File: src/rtl/bcd_display_seq.sv
// Sequential binary to N_DIG-digit seven-segment converter: one double-dabble shift per clock,
// start/busy/done handshake, overflow dash display and optional leading-zero blanking.
module bcd_display_seq #(
    parameter int unsigned N_in  = 10,
    parameter int unsigned N_DIG = 4,
    parameter int unsigned N_out = 7
) (
    input  logic                     clk,
    input  logic                     rst_n,
    input  logic                     start,
    input  logic [N_in-1:0]          bin_in,
    input  logic                     blank_lz,
    output logic                     busy,
    output logic                     done,
    output logic                     ovf,
    output logic [4*N_DIG-1:0]       bcd_out,
    output logic [N_out*N_DIG-1:0]   seg_out
);

    localparam int unsigned ND_INT = (N_in + 2) / 3;
    localparam int unsigned ND_EXT = (ND_INT > N_DIG) ? ND_INT : N_DIG;
    localparam int unsigned BCD_W  = 4 * ND_INT;
    localparam int unsigned EXT_W  = 4 * ND_EXT;
    localparam int unsigned OUT_W  = 4 * N_DIG;
    localparam int unsigned SEG_W  = N_out * N_DIG;
    localparam int unsigned CNT_W  = $clog2(N_in + 1);

    localparam logic [1:0] ST_IDLE  = 2'd0;
    localparam logic [1:0] ST_SHIFT = 2'd1;
    localparam logic [1:0] ST_DONE  = 2'd2;

    localparam logic [6:0] SEG_DASH  = 7'b0111111;
    localparam logic [6:0] SEG_BLANK = 7'b1111111;

    logic [1:0]        state, state_nxt;
    logic [CNT_W-1:0]  cnt, cnt_nxt;
    logic [N_in-1:0]   bin_sh, bin_nxt;
    logic [BCD_W-1:0]  bcd_q, bcd_nxt;
    logic              blank_q, blank_nxt;
    logic              busy_nxt, done_nxt, ovf_nxt;
    logic [OUT_W-1:0]  bcd_out_nxt;
    logic [SEG_W-1:0]  seg_nxt;

    logic [BCD_W-1:0]  adj;
    logic [EXT_W-1:0]  bcd_ext;
    logic              ovf_c;
    logic [SEG_W-1:0]  seg_c;
    logic              lz_run;
    logic [3:0]        dig;

    function automatic logic [6:0] seg_of(input logic [3:0] d);
        case (d)
            4'd0:    seg_of = 7'b1000000;
            4'd1:    seg_of = 7'b1111001;
            4'd2:    seg_of = 7'b0100100;
            4'd3:    seg_of = 7'b0110000;
            4'd4:    seg_of = 7'b0011001;
            4'd5:    seg_of = 7'b0010010;
            4'd6:    seg_of = 7'b0000010;
            4'd7:    seg_of = 7'b1111000;
            4'd8:    seg_of = 7'b0000000;
            4'd9:    seg_of = 7'b0010000;
            default: seg_of = SEG_BLANK;
        endcase
    endfunction

    // Double-dabble correction: every digit >= 5 gets +3 before the shift
    always_comb begin
        adj = bcd_q;
        for (int i = 0; i < int'(ND_INT); i++) begin
            if (bcd_q[4*i +: 4] >= 4'd5) begin
                adj[4*i +: 4] = bcd_q[4*i +: 4] + 4'd3;
            end
        end
    end

    assign bcd_ext = EXT_W'(bcd_q);

    // Overflow only possible when the internal register has digits beyond the display
    generate
        if (ND_EXT > N_DIG) begin : g_ovf
            assign ovf_c = |bcd_ext[EXT_W-1:OUT_W];
        end else begin : g_no_ovf
            assign ovf_c = 1'b0;
        end
    endgenerate

    // Segment decode, scanning from the top digit so leading zeros can be blanked
    always_comb begin
        seg_c  = '1;
        lz_run = 1'b1;
        dig    = 4'd0;
        for (int i = int'(N_DIG) - 1; i >= 0; i--) begin
            dig = bcd_ext[4*i +: 4];
            if (dig != 4'd0) begin
                lz_run = 1'b0;
            end
            if (ovf_c) begin
                seg_c[N_out*i +: N_out] = N_out'(SEG_DASH);
            end else if (blank_q && lz_run && (i != 0)) begin
                seg_c[N_out*i +: N_out] = N_out'(SEG_BLANK);
            end else begin
                seg_c[N_out*i +: N_out] = N_out'(seg_of(dig));
            end
        end
    end

    // Next-state and datapath update
    always_comb begin
        state_nxt   = state;
        cnt_nxt     = cnt;
        bin_nxt     = bin_sh;
        bcd_nxt     = bcd_q;
        blank_nxt   = blank_q;
        done_nxt    = 1'b0;
        ovf_nxt     = ovf;
        bcd_out_nxt = bcd_out;
        seg_nxt     = seg_out;
        case (state)
            ST_IDLE: begin
                if (start) begin
                    bin_nxt   = bin_in;
                    blank_nxt = blank_lz;
                    bcd_nxt   = '0;
                    cnt_nxt   = CNT_W'(N_in);
                    state_nxt = ST_SHIFT;
                end
            end
            ST_SHIFT: begin
                bcd_nxt = {adj[BCD_W-2:0], bin_sh[N_in-1]};
                bin_nxt = {bin_sh[N_in-2:0], 1'b0};
                cnt_nxt = cnt - CNT_W'(1);
                if (cnt == CNT_W'(1)) begin
                    state_nxt = ST_DONE;
                end
            end
            ST_DONE: begin
                bcd_out_nxt = bcd_ext[OUT_W-1:0];
                seg_nxt     = seg_c;
                ovf_nxt     = ovf_c;
                done_nxt    = 1'b1;
                state_nxt   = ST_IDLE;
            end
            default: begin
                state_nxt = ST_IDLE;
            end
        endcase
        busy_nxt = (state_nxt == ST_SHIFT) || (state_nxt == ST_DONE);
    end

    always_ff @(posedge clk or negedge rst_n) begin
        if (!rst_n) begin
            state   <= ST_IDLE;
            cnt     <= '0;
            bin_sh  <= '0;
            bcd_q   <= '0;
            blank_q <= 1'b0;
            busy    <= 1'b0;
            done    <= 1'b0;
            ovf     <= 1'b0;
            bcd_out <= '0;
            seg_out <= '1;
        end else begin
            state   <= state_nxt;
            cnt     <= cnt_nxt;
            bin_sh  <= bin_nxt;
            bcd_q   <= bcd_nxt;
            blank_q <= blank_nxt;
            busy    <= busy_nxt;
            done    <= done_nxt;
            ovf     <= ovf_nxt;
            bcd_out <= bcd_out_nxt;
            seg_out <= seg_nxt;
        end
    end

endmodule

File: config.mk
export PLATFORM = sky130hd
export DESIGN_NAME = bcd_display_seq
export DESIGN_NICKNAME = d
export VERILOG_FILES = /design/src/rtl/bcd_display_seq.sv
export SDC_FILE = /design/constraint.sdc
export NUM_CORES = 1
export LEC_CHECK = 0
export ABC_AREA = 1
export CELL_PAD_IN_SITES_DETAIL_PLACEMENT = 0
export CELL_PAD_IN_SITES_GLOBAL_PLACEMENT = 1
export CORE_MARGIN = 2
export CORE_UTILIZATION = 43
export CTS_CLUSTER_DIAMETER = 200
export DETAILED_ROUTE_END_ITERATION = 7
export MAX_ROUTING_LAYER = met4
export PLACE_DENSITY_LB_ADDON = 0.1
export REMOVE_ABC_BUFFERS = 1
export SLEW_MARGIN = 20
export SYNTH_ARGS = -nofsm -noshare
export SYNTH_HDL_FRONTEND = slang
export SYNTH_SLANG_ARGS = --single-unit
File: constraint.sdc
create_clock -name clk -period 2.8 [get_ports clk]
set_clock_uncertainty 0.05 [all_clocks]
set_input_delay 0.42 -clock clk [delete_from_list [all_inputs] [get_ports clk]]
set_output_delay 0.42 -clock clk [all_outputs]
set_load 0.03 [all_outputs]
==> results of run 1 <==
## logic make-up after synthesis
logic type | after synthesis | share of synthesized area, %
buf+inv | 70 | 7.37
xor+xnor | 1 | 0.213
compound gates | 96 | 12.9
other cells | 1 | 0.0913
simple gates | 234 | 23.2
fa+ha+maj | 24 | 7.31
flops | 79 | 49.0
## path summary, 6_finish.rpt
path | startpoint | slack (ns) | cells after the start | endpoint
max | seg_out[25] | 0.77 | 1 | seg_out[25]
min | rst_n | 0.05 | 1 | bcd_out[4]
max reg2reg | bcd_ext[12] | 1.02 | 8 | seg_out[7]
min reg2reg | seg_out[7] | 0.42 | 2 | seg_out[7]
max in group asynchronous | rst_n | 2.15 | 1 | bcd_out[15]
min in group clk | seg_out[7] | 0.42 | 2 | seg_out[7]
## metal layers
layer  vias up  part of all wire, %  global-route usage [%]
met5         -                    0                       -
met4         0                 0.72                    5.09
met3         7                  3.3                    3.66
met2        56                   46                    29.1
met1      1598                   50                    25.7
li1       1728                    -                       -
## worst register-to-register path, stage by stage, from the launching register on
cell and delay, ns:
dfrtp_1 0.48, inv_1 0.19, ha_1 0.22, nand2_1 0.08, nor2_2 0.24, nand3_2 0.20, nand2_1 0.12, nand2_1 0.05
nand2_1 0.08
## cell usage after synthesis
cell,n
nand2_1,146
dfrtp_1,51
inv_1,45
nor2_1,45
o21ai_0,42
nand3_1,31
dfstp_2,28
ha_1,24
a21oi_1,21
o21ai_1,14
o211ai_1,11
buf_2,8
buf_4,6
inv_2,6
clkbuf_1,4
nand2_2,4
nor3_1,4
o22ai_1,4
a21oi_2,1
a22oi_2,1
a31oi_1,1
buf_6,1
conb_1,1
nand3_2,1
nand4_1,1
nor2_2,1
nor2_4,1
o31ai_1,1
xnor2_1,1
## layout make-up
class | instances | area [sq um]
Fill cell | 928 | 4290
Sequential cell | 79 | 2010
Multi-Input combinational cell | 356 | 1790
Timing Repair Buffer | 61 | 607
Inverter | 51 | 191
Tap cell | 129 | 161
Clock buffer | 10 | 128
Clock inverter | 6 | 61.3
## registers in the layout, summed over array words and instances (netlist names)
register / cells
bcd_ext: 16
bcd_out: 16
bin_sh: 10
blank_q: 1
busy: 1
cnt: 4
done: 1
seg_out: 28
state: 2
## metrics by stage
| step | setup slack [ns] | cells | utilization [%] | power [uW] | hold WS (ns) |
|---|---|---|---|---|---|
| floorplan | 0.997 | 486 | - | 4440 | 0.0744 |
| global placement | 0.861 | 676 | 51.5 | 5470 | 0.405 |
| detailed placement | 0.826 | 676 | 51.5 | 5530 | 0.408 |
| CTS | 0.747 | 692 | 53.6 | 6380 | 0.219 |
| global route | 0.709 | 692 | 53.6 | 6930 | 0.103 |
| finish | 0.768 | 692 | 53.6 | 6320 | 0.0453 |
## where the power goes
part / switching [uW] / internal, uW
registers: 407 / 1780
logic: 2030 / 1270
clock network: 425 / 409
total: 2870 / 3450
==> results.yml, run 1 <==
run_status:
  status: "complete, no violations"
synth:
  syn_area_sq_um: 4110
  synth_area_leaders: "dfrtp_1 (31%), dfstp_2 (18%), nand2_1 (13%), ha_1 (7.3%), o21ai_0 (5.1%)"
  seq_area_frac_synth_pct: 49.0
  ys_warn_count: 0
  synth_seq_cells: 79
  yosys.area.top_type_share_pct: 31.1
  syn_area_per_cell_sq_um: 8.13
  synthCells: 505
  yosysTopAreaCell: "dfrtp_1"
  ys_types: 29
run:
  maxCapViolCount: 0
floorplanning:
  dieArea_sq_um: 10300
  io-pin-count: 61
  die_x_um: 102
  initial_utilization_pct: 44.4
  chipHeight_um: 102
  core_area_sq_um: 9240
  rows: 35
global_route:
  grt_max_degree: 80
  grt_pass1_wl_um: 15200
  antenna_found_initial: 0
  grt_pass1_vias: 3232
  groute.usage.overall_pct: 19.0
  overflow: 0
setup_path:
  path_class: "flip-flop to primary output"
  critPathRequiredTime_ns: 2.33
  crit_path_cell_trace: "clkdlybuf4s50_1"
  cpPeakStageDelay_ns: 0.66
  crit_arrival_ns: 1.56
  end_kind: "primary output"
  start_kind: "flip-flop"
  cp_max_fo: 2
  slowest_stage: "clkdlybuf4s50_1"
  crit_buf_inv: 1
  critical_path.top_delay_family: "buffers and inverters"
sta:
  rsz0062_at_grt: "false"
  tns_ns: 0
  fin_crit_ns: 2.03
  max_freq_ghz: 0.492
  hold_viol_final: 0
  slew_violations: 0
  setup-violations-final: 0
  slew-limit-headroom_pct: 51.9
  max_slew.worst_pin.slew_ns: 0.721
  period_share_pct: 72.6
detailed_routing:
  routed_via_density: 4.90
  final_antenna_net_count: 0
  drt_iter0_drc: 98
  wire_per_inst_um: 12.6
  dr_total_vias: 3389
  drcViolationCount: 0
  drt_pre_antenna_iters: 4
  wirelength_um: 8720
clock_tree:
  ctsHoldBuffers: 0
  cts_max_path_buffers: 2
  cts_tree: "done"
  h-tree-depth: 3
  root_buffer: "clkbuf_8"
  clk_latency_ns: 0.35
  clk_pin_slew_ns: 0.09
  post_cts_buffers: 0
  cts.sinks: 79
  ctsResizeCount: 0
  cts_buffers: 9
place:
  dpl_cell_area_sq_um: 4760
  port_buffers: 59
  hpwl_um: 5920
  place.gp.congestion: 0.827
power_and_ir_drop:
  leakage_uw: 0.00234
  vdd_drop_max_mv: 0.439
  power.density_nw_per_um2: 1280
cells_and_area:
  finalInstanceArea_sq_um: 4950
  final_common_cell: "nand2_1"
  synthToLayoutAreaGrowth_pct: 20.6
  diodes: 0
  drive_gt1_share_pct: 10.8
  layout_common_cells: "nand2_1 (146), clkdlybuf4s50_1 (58), dfrtp_1 (51)"
  layout.nets: 596
min_path:
  hp-class: "input pin to async pin"
(Power assumes the default switching activity.)
==> run 2: changes to the inputs <==
--- a/config.mk
+++ b/config.mk
@@ -9,7 +9,7 @@
 export CELL_PAD_IN_SITES_DETAIL_PLACEMENT = 0
 export CELL_PAD_IN_SITES_GLOBAL_PLACEMENT = 1
 export CORE_MARGIN = 2
-export CORE_UTILIZATION = 43
+export CORE_UTILIZATION = 40
 export CTS_CLUSTER_DIAMETER = 200
 export DETAILED_ROUTE_END_ITERATION = 7
 export MAX_ROUTING_LAYER = met4
==> constraint.sdc (replaced) <==
create_clock -name clk -period 2.05 [get_ports clk]
set_clock_uncertainty 0.05 [all_clocks]
set_input_delay 0.3075 -clock clk [delete_from_list [all_inputs] [get_ports clk]]
set_output_delay 0.3075 -clock clk [all_outputs]
set_load 0.03 [all_outputs]
==> run 2 against run 1 <==
Register-to-register slack got worse by 0.73 ns. Utilization down 2.2 points. Sequential power grew 34%. Clock-buffer cell count rose by 2. Critical endpoint is now seg_out[10].
==> results.yml, run 2 (same netlist as run 1, synthesis figures left out) <==
run_status:
  status: "complete, no violations"
cells_and_area:
  final_common_cell: "nand2_1"
  synthToLayoutAreaGrowth_pct: 23.6
  layout_common_cells: "nand2_1 (146), clkdlybuf4s50_1 (58), dfrtp_1 (51)"
  drive_gt1_share_pct: 11.9
  largest_reg_flops: 28
  largest_register: "seg_out"
  diodes: 0
  layout.nets: 603
  post-route-util_pct: 51.4
power_and_ir_drop:
  clockPowerShare_pct: 14.4
  internal_power_uw: 4880
  seqPwrFrac_pct: 33.2
  switching_share_pct: 44.6
  leakage_uw: 0.00240
  p_comb_share_pct: 52.4
  vdd_drop_max_mv: 0.646
  p_switching_uw: 3920
  power.density_nw_per_um2: 1740
sta:
  max_slew.worst_pin.slew_ns: 0.509
  slew-limit-headroom_pct: 66.0
  hold_viol_final: 0
  fin_crit_ns: 1.92
  setup-violations-final: 0
  period_share_pct: 93.9
  rsz0062_at_grt: "false"
  slew_violations: 0
  max_freq_ghz: 0.520
  tns_ns: 0
setup_path:
  cp.depth: 1
  r2r_start: "bcd_ext[8]"
  rr_endpoint: "bcd_ext[9]"
  critPathRequiredTime_ns: 1.69
  r2r_cells: 8
  r2r_slack_ns: 0.29
  cp_max_fo: 2
  crit_buf_inv: 1
  crit_path_cell_trace: "clkdlybuf4s50_1"
  cpPeakStageDelay_ns: 0.67
  end_kind: "primary output"
  start_kind: "flip-flop"
  path_class: "flip-flop to primary output"
  endpoint: "seg_out[10]"
  critical_path.top_delay_family: "buffers and inverters"
  slowest_stage: "clkdlybuf4s50_1"
  crit_arrival_ns: 1.57
  crit_start: "seg_out[10]"
clock_tree:
  clk_latency_ns: 0.36
  clk_pin_slew_ns: 0.09
  root_buffer: "clkbuf_8"
  cts_max_path_buffers: 2
  h-tree-depth: 3
  cts_tree: "done"
  ctsHoldBuffers: 1
  post_cts_buffers: 0
  cts.sinks: 79
  cts_buffers: 9
  ctsResizeCount: 0
detailed_routing:
  wire_per_inst_um: 12.5
  routed_via_density: 4.84
  drcViolationCount: 0
  final_antenna_net_count: 0
  wirelength_um: 8800
  dr_total_vias: 3406
  drt_pre_antenna_iters: 4
  drt_iter0_drc: 139
global_route:
  grt_max_degree: 53
  grt_pass1_vias: 3215
  groute.usage.overall_pct: 17.5
  grt_pass1_wl_um: 15500
  overflow: 0
  antenna_found_initial: 0
floorplanning:
  die_x_um: 105
  initial_utilization_pct: 41.6
  core_area_sq_um: 9860
  dieArea_sq_um: 11100
  io-pin-count: 61
  chipHeight_um: 105
  rows: 36
run:
  maxCapViolCount: 0
place:
  port_buffers: 59
  place.gp.congestion: 0.918
  hpwl_um: 6050
min_path:
  hp-class: "input pin to async pin"
run 2: changes by cell type in the layout (fill, tap and decap cells not counted), sizes merged:
| cell | before | now |
|---|---|---|
| clkinv | 4 | 1 |
| clkbuf | 10 | 12 |
| buf | 3 | 9 |
| inv | 51 | 52 |
| dlygate4sd3 | 0 | 1 |
run 2: metal layers:
metal | GRT usage, % | vias to the layer above | routed length [um]
li1 | - | 1751 | -
met1 | 24.3 | 1567 | 4470
met2 | 26.2 | 80 | 3840
met3 | 3.09 | 8 | 388
met4 | 5.14 | 0 | 99
met5 | - | - | 0
run 2: cell type report:
cell class	instances	area (sq um)
Sequential cell	79	2010
Multi-Input combinational cell	356	1790
Tap cell	133	166
Clock inverter	4	51.3
Inverter	51	191
Fill cell	961	4790
Timing Repair Buffer	68	696
Clock buffer	12	165
run 2: power groups by stage:
stage | registers, uW | clock network (uW) | logic, uW
after floorplan | 3670 | 0 | 2380
after global placement | 2940 | 0 | 4640
final | 2920 | 1260 | 4620
after CTS | 2930 | 1290 | 4660
after detailed placement | 2950 | 0 | 4650
after global routing | 3030 | 1360 | 5220
run 2: how the worst min path moves through the flow:
stage | start | end | slack [ns] | cells after the start
after floorplan | rst_n | bcd_ext[0] | -0.04 | 0
after global placement | rst_n | bcd_ext[7] | 0.26 | 1
after detailed placement | rst_n | bcd_ext[7] | 0.26 | 1
after CTS | rst_n | bcd_out[10] | 0.42 | 2
after global routing | seg_out[13] | seg_out[13] | 0.43 | 2
final | rst_n | bcd_ext[7] | 0.41 | 2
run 2: stage by stage:
step / hold WS [ns] / instance area, sq um / power [uW] / setup slack, ns / std cells
after floorplan: -0.0381 / 4000 / 6060 / 0.247 / 486
after CTS: 0.420 / 5070 / 8890 / 0.108 / 703
final: 0.414 / 5070 / 8800 / 0.126 / 703
after global placement: 0.257 / 4850 / 7570 / 0.378 / 686
after detailed placement: 0.262 / 4850 / 7600 / 0.322 / 686
after global routing: 0.434 / 5070 / 9610 / 0.0864 / 703
